===== config.mk =====
export PLATFORM = sky130hd
export DESIGN_NAME = stump_control_unit_flat
export DESIGN_NICKNAME = d
export VERILOG_FILES = /design/src/rtl/stump_control_unit_pkg.sv /design/src/rtl/stump_control_unit_if.sv /design/src/rtl/stump_control_unit_cond.sv /design/src/rtl/stump_control_unit.sv /design/src/flat_wrapper.sv
export SDC_FILE = /design/constraint.sdc
export NUM_CORES = 1
export LEC_CHECK = 0
export ABC_CLOCK_PERIOD_IN_PS = 3200
export BUFFER_PORTS_ARGS = -buffer_cell sky130_fd_sc_hd__buf_2
export CORE_MARGIN = 4
export CORE_UTILIZATION = 31
export DETAILED_ROUTE_END_ITERATION = 7
export GPL_TIMING_DRIVEN = 1
export PLACE_DENSITY = 0.72
export REMOVE_ABC_BUFFERS = 1
export SYNTH_ARGS = -nofsm -noshare
export SYNTH_HDL_FRONTEND = slang
export SYNTH_HIERARCHICAL = 1
export SYNTH_SLANG_ARGS = --single-unit

===== constraint.sdc =====
create_clock -name clk -period 3.2 [get_ports clk]
set_clock_uncertainty 0.05 [all_clocks]
set_input_delay 0.32 -clock clk [delete_from_list [all_inputs] [get_ports clk]]
set_output_delay 0.32 -clock clk [all_outputs]
set_load 0.005 [all_outputs]

===== src/rtl/stump_control_unit_pkg.sv =====
// Shared constants for the Stump control unit: sequencer state encoding,
// opcodes, ALU function codes, shifter codes and branch condition codes.
package stump_pkg;

   // sequencer state encoding; 2'b11 is unused and recovers to FETCH
   localparam logic [1:0] ST_FETCH   = 2'b00;
   localparam logic [1:0] ST_EXECUTE = 2'b01;
   localparam logic [1:0] ST_MEMORY  = 2'b10;

   localparam logic [2:0] OP_ADD  = 3'b000;
   localparam logic [2:0] OP_ADC  = 3'b001;
   localparam logic [2:0] OP_SUB  = 3'b010;
   localparam logic [2:0] OP_SBC  = 3'b011;
   localparam logic [2:0] OP_AND  = 3'b100;
   localparam logic [2:0] OP_OR   = 3'b101;
   localparam logic [2:0] OP_LDST = 3'b110;
   localparam logic [2:0] OP_BCC  = 3'b111;

   localparam logic [2:0] ALU_ADD = 3'b000;
   localparam logic [2:0] ALU_ADC = 3'b001;
   localparam logic [2:0] ALU_SUB = 3'b010;
   localparam logic [2:0] ALU_SBC = 3'b011;
   localparam logic [2:0] ALU_AND = 3'b100;
   localparam logic [2:0] ALU_OR  = 3'b101;

   localparam logic [1:0] SH_NONE = 2'b00;
   localparam logic [1:0] SH_ASR  = 2'b01;
   localparam logic [1:0] SH_ROR  = 2'b10;
   localparam logic [1:0] SH_RRC  = 2'b11;

   localparam logic [3:0] COND_AL = 4'h0;
   localparam logic [3:0] COND_NV = 4'h1;
   localparam logic [3:0] COND_HI = 4'h2;
   localparam logic [3:0] COND_LS = 4'h3;
   localparam logic [3:0] COND_CC = 4'h4;
   localparam logic [3:0] COND_CS = 4'h5;
   localparam logic [3:0] COND_NE = 4'h6;
   localparam logic [3:0] COND_EQ = 4'h7;
   localparam logic [3:0] COND_VC = 4'h8;
   localparam logic [3:0] COND_VS = 4'h9;
   localparam logic [3:0] COND_PL = 4'hA;
   localparam logic [3:0] COND_MI = 4'hB;
   localparam logic [3:0] COND_GE = 4'hC;
   localparam logic [3:0] COND_LT = 4'hD;
   localparam logic [3:0] COND_GT = 4'hE;
   localparam logic [3:0] COND_LE = 4'hF;

   localparam logic [2:0] PC_REG = 3'd7;

   // field view of an instruction word; layout matches ir[15:0] bit for bit
   typedef struct packed {
      logic [2:0] op;
      logic       typ;
      logic       s;
      logic [2:0] rd;
      logic [2:0] ra;
      logic [2:0] rb;
      logic [1:0] sh;
   } ir_fields_t;

   // branch condition lives where S and rd sit for data-processing ops
   function automatic logic [3:0] branch_cond(input ir_fields_t f);
      return {f.s, f.rd};
   endfunction

endpackage


===== src/rtl/stump_control_unit_if.sv =====
// Bundle between the control unit and the Stump datapath / IR / flag register.
interface stump_control_unit_if;
   logic [3:0]  cc;
   logic [15:0] ir;
   logic        fetch;
   logic        execute;
   logic        memory;
   logic        ext_op;
   logic        reg_write;
   logic [2:0]  dest;
   logic [2:0]  srcA;
   logic [2:0]  srcB;
   logic [1:0]  shift_op;
   logic        opB_mux_sel;
   logic [2:0]  alu_func;
   logic        cc_en;
   logic        mem_ren;
   logic        mem_wen;

   modport master (
      input  cc, ir,
      output fetch, execute, memory, ext_op, reg_write, dest, srcA, srcB,
             shift_op, opB_mux_sel, alu_func, cc_en, mem_ren, mem_wen
   );

   modport slave (
      output cc, ir,
      input  fetch, execute, memory, ext_op, reg_write, dest, srcA, srcB,
             shift_op, opB_mux_sel, alu_func, cc_en, mem_ren, mem_wen
   );
endinterface


===== src/rtl/stump_control_unit_cond.sv =====
// Branch condition evaluator: flags {N,Z,V,C} against a 4-bit condition code.
module stump_cond_eval
   import stump_pkg::*;
(
   input  logic [3:0] cond_i,
   input  logic [3:0] cc_i,
   output logic       taken_o
);

   logic n, z, v, c;
   assign {n, z, v, c} = cc_i;

   // truth table of the sixteen branch conditions
   always_comb begin
      taken_o = 1'b0;
      case (cond_i)
         COND_AL: taken_o = 1'b1;
         COND_NV: taken_o = 1'b0;
         COND_HI: taken_o = ~c & ~z;
         COND_LS: taken_o = c | z;
         COND_CC: taken_o = ~c;
         COND_CS: taken_o = c;
         COND_NE: taken_o = ~z;
         COND_EQ: taken_o = z;
         COND_VC: taken_o = ~v;
         COND_VS: taken_o = v;
         COND_PL: taken_o = ~n;
         COND_MI: taken_o = n;
         COND_GE: taken_o = (n == v);
         COND_LT: taken_o = (n != v);
         COND_GT: taken_o = ~z & (n == v);
         COND_LE: taken_o = z | (n != v);
         default: taken_o = 1'b0;
      endcase
   end

endmodule


===== src/rtl/stump_control_unit.sv =====
// Stump control unit: fetch/execute/memory sequencer plus combinational decode.
//
//  state      | meaning
//  -----------+-----------------------------------------------------------
//  ST_FETCH   | read instruction at PC, PC <= PC + 1
//  ST_EXECUTE | ALU op, LD/ST address calculation, or conditional branch
//  ST_MEMORY  | LD writes rd from memory, ST writes rd out to memory
module stump_control_unit
   import stump_pkg::*;
(
   input  logic                 clk,
   input  logic                 rst,
   stump_control_unit_if.master bus
);

   logic [1:0] state_q, state_d;
   ir_fields_t f;
   logic       taken;

   logic       fetch_c, execute_c, memory_c, ext_op_c, reg_write_c;
   logic [2:0] dest_c, src_a_c, src_b_c, alu_func_c;
   logic [1:0] shift_op_c;
   logic       opb_sel_c, cc_en_c, mem_ren_c, mem_wen_c;

   assign f = ir_fields_t'(bus.ir);

   stump_cond_eval u_cond (
      .cond_i  (branch_cond(f)),
      .cc_i    (bus.cc),
      .taken_o (taken)
   );

   // next-state: only LD/ST visits MEMORY; the spare encoding recovers to FETCH
   always_comb begin
      state_d = ST_FETCH;
      case (state_q)
         ST_FETCH:   state_d = ST_EXECUTE;
         ST_EXECUTE: state_d = (f.op == OP_LDST) ? ST_MEMORY : ST_FETCH;
         ST_MEMORY:  state_d = ST_FETCH;
         default:    state_d = ST_FETCH;
      endcase
   end

   // state register with synchronous active-low reset
   always_ff @(posedge clk) begin
      if (!rst) state_q <= ST_FETCH;
      else      state_q <= state_d;
   end

   // datapath control decode from state, instruction and branch outcome
   always_comb begin
      fetch_c     = 1'b0;
      execute_c   = 1'b0;
      memory_c    = 1'b0;
      ext_op_c    = 1'b0;
      reg_write_c = 1'b0;
      dest_c      = 3'd0;
      src_a_c     = 3'd0;
      src_b_c     = 3'd0;
      shift_op_c  = SH_NONE;
      opb_sel_c   = 1'b0;
      alu_func_c  = ALU_ADD;
      cc_en_c     = 1'b0;
      mem_ren_c   = 1'b0;
      mem_wen_c   = 1'b0;
      case (state_q)
         ST_EXECUTE: begin
            execute_c = 1'b1;
            case (f.op)
               OP_LDST: begin
                  alu_func_c = ALU_ADD;
                  src_a_c    = f.ra;
                  src_b_c    = f.rb;
                  opb_sel_c  = f.typ;
                  shift_op_c = f.typ ? SH_NONE : f.sh;
               end
               OP_BCC: begin
                  src_a_c     = PC_REG;
                  dest_c      = PC_REG;
                  alu_func_c  = ALU_ADD;
                  opb_sel_c   = 1'b1;
                  ext_op_c    = 1'b1;
                  reg_write_c = taken;
               end
               default: begin
                  // data-processing opcodes map straight onto ALU function codes
                  alu_func_c  = f.op;
                  dest_c      = f.rd;
                  src_a_c     = f.ra;
                  src_b_c     = f.rb;
                  opb_sel_c   = f.typ;
                  shift_op_c  = f.typ ? SH_NONE : f.sh;
                  cc_en_c     = f.s;
                  reg_write_c = 1'b1;
               end
            endcase
         end
         ST_MEMORY: begin
            memory_c = 1'b1;
            if (f.s) begin
               mem_wen_c = 1'b1;
               src_b_c   = f.rd;
            end else begin
               mem_ren_c   = 1'b1;
               dest_c      = f.rd;
               reg_write_c = 1'b1;
            end
         end
         default: begin
            // FETCH, and the spare encoding behaves as FETCH so one strobe is always high
            fetch_c     = 1'b1;
            mem_ren_c   = 1'b1;
            src_a_c     = PC_REG;
            dest_c      = PC_REG;
            alu_func_c  = ALU_ADD;
            opb_sel_c   = 1'b1;
            reg_write_c = 1'b1;
         end
      endcase
   end

   assign bus.fetch       = fetch_c;
   assign bus.execute     = execute_c;
   assign bus.memory      = memory_c;
   assign bus.ext_op      = ext_op_c;
   assign bus.dest        = dest_c;
   assign bus.srcA        = src_a_c;
   assign bus.srcB        = src_b_c;
   assign bus.shift_op    = shift_op_c;
   assign bus.opB_mux_sel = opb_sel_c;
   assign bus.alu_func    = alu_func_c;
   assign bus.mem_ren     = mem_ren_c;
   // state-changing strobes are held off for the whole time reset is asserted
   assign bus.reg_write   = reg_write_c & rst;
   assign bus.cc_en       = cc_en_c & rst;
   assign bus.mem_wen     = mem_wen_c & rst;

endmodule


===== src/flat_wrapper.sv =====
// flat-port wrapper written by rule: the top's interface ports become plain ports
module stump_control_unit_flat import stump_pkg::*;
  (clk, rst, bus_cc, bus_ir, bus_fetch, bus_execute, bus_memory, bus_ext_op, bus_reg_write, bus_dest, bus_srcA, bus_srcB, bus_shift_op, bus_opB_mux_sel, bus_alu_func, bus_cc_en, bus_mem_ren, bus_mem_wen);
  stump_control_unit_if bus_i ();
  input  logic clk;
  input  logic rst;
  input wire logic [$bits(bus_i.cc)-1:0] bus_cc;
  input wire logic [$bits(bus_i.ir)-1:0] bus_ir;
  output wire logic [$bits(bus_i.fetch)-1:0] bus_fetch;
  output wire logic [$bits(bus_i.execute)-1:0] bus_execute;
  output wire logic [$bits(bus_i.memory)-1:0] bus_memory;
  output wire logic [$bits(bus_i.ext_op)-1:0] bus_ext_op;
  output wire logic [$bits(bus_i.reg_write)-1:0] bus_reg_write;
  output wire logic [$bits(bus_i.dest)-1:0] bus_dest;
  output wire logic [$bits(bus_i.srcA)-1:0] bus_srcA;
  output wire logic [$bits(bus_i.srcB)-1:0] bus_srcB;
  output wire logic [$bits(bus_i.shift_op)-1:0] bus_shift_op;
  output wire logic [$bits(bus_i.opB_mux_sel)-1:0] bus_opB_mux_sel;
  output wire logic [$bits(bus_i.alu_func)-1:0] bus_alu_func;
  output wire logic [$bits(bus_i.cc_en)-1:0] bus_cc_en;
  output wire logic [$bits(bus_i.mem_ren)-1:0] bus_mem_ren;
  output wire logic [$bits(bus_i.mem_wen)-1:0] bus_mem_wen;
  assign bus_i.cc = bus_cc;
  assign bus_i.ir = bus_ir;
  assign bus_fetch = bus_i.fetch;
  assign bus_execute = bus_i.execute;
  assign bus_memory = bus_i.memory;
  assign bus_ext_op = bus_i.ext_op;
  assign bus_reg_write = bus_i.reg_write;
  assign bus_dest = bus_i.dest;
  assign bus_srcA = bus_i.srcA;
  assign bus_srcB = bus_i.srcB;
  assign bus_shift_op = bus_i.shift_op;
  assign bus_opB_mux_sel = bus_i.opB_mux_sel;
  assign bus_alu_func = bus_i.alu_func;
  assign bus_cc_en = bus_i.cc_en;
  assign bus_mem_ren = bus_i.mem_ren;
  assign bus_mem_wen = bus_i.mem_wen;
  stump_control_unit u_core (.clk(clk), .rst(rst), .bus(bus_i));
endmodule

-- After elaboration in Yosys (flattened, before gate mapping)
Index checks and enable logic that the tools add are counted.
- flip-flop bits (word level): 2
- input bits: 22
- output and inout port bits: 23
- reduce and logical (&&, ||, !) cells: 4
- mux-type cells: 31
- bitwise gates (word level): 11
- eq/ne operators: 21
- operator list (operator ; count):
    4-bit == test (second input constant) ; 8
    3-bit case mux with 2 select lines ; 4
    3-bit two-way mux ; 6
    4-bit by 3-bit == test with 1-bit output (second input constant) ; 4
    1-bit case mux with 16 select lines ; 1
    1-bit two-way mux ; 11
    4-bit by 2-bit == test with 1-bit output (second input constant) ; 2
    2-bit two-way mux ; 4
    1-bit case mux with 2 select lines ; 4
    3-bit == test (second input constant) ; 2
    1-bit AND ; 5
    4-bit by 1-bit == test with 1-bit output (second input constant) ; 1
    4-bit logical NOT ; 1
    1-bit inverter ; 4
    2-bit case mux with 2 select lines ; 1
    2-bit OR reduction ; 2
    2-bit by 1-bit == test with 1-bit output (second input constant) ; 1
    2-bit == test (second input constant) ; 1
    2-bit logical NOT ; 1
    1-bit OR ; 2
    1-bit == test ; 1
    1-bit inequality test ; 1

-- Longest topological paths before layout
- depth in word-level cells: 6
- mapped depth: 7

-- Modules after synthesis
Netlist, hierarchy kept.
- modules (own cells, without submodules) (module ; sequential area each (µm²) ; area an instance (µm²) ; cells each ; instances):
    stump_control_unit ; 40.0 ; 344.1 ; 46 ; 1
    stump_cond_eval ; 0.0 ; 195.2 ; 26 ; 1

-- Least setup slack after synthesis
OpenSTA, ideal clock, no wires.
- kind: input-to-output
- start point: in bus_ir[8]
- end point: out bus_reg_write
- required time: 2.830 ns
- stages: 7
- slack: 1.334 ns
- data arrival time: 1.496 ns
- cells stage by stage: buf_6 -> xnor3_1 -> a221o_1 -> a21oi_1 -> o22ai_1 -> a21oi_1 -> o2bb2ai_1
- longest elaborated chain between the ends: 5
- RTL lines (what ; RTL line ; source):
    from (decl) ; flat_wrapper.sv:8 ; input wire logic [$bits(bus_i.ir)-1:0] bus_ir;
    4-bit == test, or another cell as far along ; stump_control_unit_cond.sv:16 ; case (cond_i)
    1-bit case mux with 16 select lines (*) ; stump_control_unit_cond.sv:16 ;
    via u_core.taken ; stump_control_unit.sv:18 ; logic taken;
    1-bit case mux with 2 select lines (*) ; stump_control_unit.sv:69 ; case (f.op)
    1-bit case mux with 2 select lines (*) ; stump_control_unit.sv:66 ; case (state_q)
    1-bit AND (*) ; stump_control_unit.sv:134 ; assign bus.reg_write = reg_write_c & rst;
    to (decl) ; flat_wrapper.sv:13 ; output wire logic [$bits(bus_i.reg_write)-1:0] bus_reg_write;
The timed path passes the listed nets; every way through them passes the cells marked *.

-- Worst setup path after layout
Ends and elaborated chain as after synthesis.

==> results_dict.tcl <==
set metrics [dict create \
    status "complete, no violations" \
    synth.distinct_cells 35 \
    dp_hpwl_um 1340 \
    fp.dieH_um 49.7 \
    firstDrtPassIters 4 \
    cp-end-kind "output pin" \
    utilization_pct 49.8 \
    crit_fanout 11 \
    final_max_slew_viol_count 0 \
    route.detailed.drc 0 \
    max_slew_margin_pct 77.6 \
    dieArea_mm2 0.00247 \
    arrival_ns 1.91 \
    grt_pass1_vias 621 \
    cts_tree "done" \
    numPortBuffers 44 \
    wire_per_inst_um 12.5 \
    route.final.wire_length_um 1670 \
    reg_top3 "u_core/state_q x2" \
    drive_gt1_share_pct 45.3 \
    ctsResizeCount 0 \
    first_iter_violations 8 \
    min_period_over_period_pct 71.2 \
    ant_nets 0 \
    synth-edff-count 0 \
    cts_buffers 3 \
    leakage_nw 0.435 \
    antenna_found_initial 0 \
    via_per_inst 5.29 \
    slowest_delay_ns 0.44 \
    ir_drop_uv 117 \
    start_util_pct 34.2 \
    post-route-min-period_ns 2.28 \
    max_cap_violations 0 \
    diodes 0 \
    rsz0062_at_grt "false" \
    ys_dominant_reg_cell "dfxtp_1" \
    syn_to_final_growth_pct 45.7 \
    fmax_mhz 439 \
    routed-via-count 703 \
    grt_overflow 0 \
    grt_max_degree 13 \
    pin_count 45 \
    grt_pass1_wl_um 2650 \
    cts-root-buf "clkbuf_4" \
    core_mm2 0.00158 \
    power_density_mw_per_mm2 221 \
    rows 14 \
    cp.required_ns 2.83 \
    die_width_um 49.7 \
    ys_warn_count 6 \
    yosysSeqAreaShare_pct 7.42 \
    path_class "in -> out" \
    netlist_area_um2 539 \
    gp_congestion 0.657 \
    tns_ns 0 \
    finalHoldViolCount 0 \
    synthCells 72 \
    synth.ff_latch_count 2 \
    nets 144 \
    ctsHoldBuffers 0 \
    crit_slowest_cell "xnor3_1" \
    syn_area_per_cell_um2 7.49 \
    tightest_slew_ns 0.336 \
    htreeDepth 1 \
    grtUsageTotal_pct 13.0 \
    clk_latency_ns 0.22 \
    setup_violations 0 \
    hold_path.class "in -> reg" \
    regMostFlops "u_core/state_q" \
    startpoint_type "primary input" \
    post_cts_buffers 0 \
    cts.sinks 2 \
    async_flop_share_pct 0 \
    clock_path_buffers 2 \
    cp_cell_sequence "buf_2 -> xnor3_1 -> a221o_1 -> a21oi_1 -> o22ai_1 -> a21oi_1 -> o2bb2ai_1 -> buf_2" \
    largest_reg_flops 2 \
    path_clk_slew_ns 0.03 \
]
[cell type report]
type | instances | area [um2]
Inverter | 6 | 22.5
Fill cell | 165 | 791
Clock buffer | 3 | 22.5
Sequential cell | 2 | 40.0
Tap cell | 16 | 20.0
Multi-Input combinational cell | 62 | 460
Timing Repair Buffer | 44 | 220
[cells by family (layout without fill, tap and decap cells)]
family,Yosys count,in the layout,synth area share (%)
adder cells (fa/ha/maj),3,3,6.96
flip-flops,2,2,7.42
XOR/XNOR,6,6,12.3
multiplexers,2,2,3.71
AO/OA/AOI/OAI,23,23,31.6
AND/OR/NAND/NOR,28,28,30.9
buffers and inverters,8,53,7.19
[cells in the final DEF, fill, tap and decap left out, types with 2 or more instances in the layout]
master	count
buf_2	44
nand2_1	7
inv_1	6
a21oi_1	4
o21a_1	4
xor2_1	4
clkbuf_4	3
nor2_1	3
a211o_1	3
and3_1	3
a22o_1	3
ha_1	3
nor3b_1	2
nand2b_1	2
o21ai_0	2
and3_2	2
dfxtp_1	2
mux2i_1	2
a211oi_1	2
[synthesized netlist by cell type, types with 2 or more instances]
cell type	count	area (um2)
a211o_1	3	26.3
a211oi_1	2	15.0
a21oi_1	4	20.0
a22o_1	3	26.3
and3_1	3	18.8
and3_2	2	15.0
dfxtp_1	2	40.0
ha_1	3	37.5
inv_1	6	22.5
mux2i_1	2	20.0
nand2_1	7	26.3
nand2b_1	2	12.5
nor2_1	3	11.3
nor3b_1	2	15.0
o21a_1	4	30.0
o21ai_0	2	10.0
xor2_1	4	35.0
[critical path, delay by kind of cell]
family | cells | cell delay (ns)
XOR/XNOR | 1 | 0.44
buffers and inverters | 2 | 0.34
AO/OA/AOI/OAI | 5 | 0.82
[power breakdown]
| group | switching (mW) | internal (mW) | total, mW |
|---|---|---|---|
| clock | 0.0136 | 0.0414 | 0.0550 |
| sequential | 0.000583 | 0.0263 | 0.0269 |
| combinational | 0.0468 | 0.0453 | 0.0921 |
[per-stage QoR]
| step | hold slack (ns) | power (mW) | setup WS [ns] | cell area [um2] | instances |
|---|---|---|---|---|---|
| final | 0.269 | 0.174 | 0.920 | 786 | 133 |
| after global routing | 0.282 | 0.188 | 0.804 | 786 | 133 |
| after CTS | 0.265 | 0.176 | 0.938 | 786 | 133 |
| after detailed placement | 0.491 | 0.119 | 0.978 | 763 | 130 |
| after global placement | 0.491 | 0.117 | 1.02 | 763 | 130 |
| after floorplan | 0.349 | 0.0741 | 1.46 | 523 | 70 |
[final timing paths]
kind | end | cells after the start | from | slack [ns]
worst max-delay path | bus_reg_write | 8 | bus_ir[8] | 0.92
worst min-delay path | u_core/state_q[1] | 2 | bus_ir[13] | 0.27
worst max register to register | u_core/state_q[1] | 4 | u_core/state_q[1] | 2.11
worst min register to register | u_core/state_q[0] | 3 | u_core/state_q[1] | 0.58
[routing by layer]
layer	vias up	routed length, um	global-route usage, %
met1	311	738	16.2
met3	2	132	1.81
met2	29	785	22.7
met5	-	0	0
li1	361	-	-
met4	0	12	4.15
No activity file was read; power rests on OpenSTA's default activity.
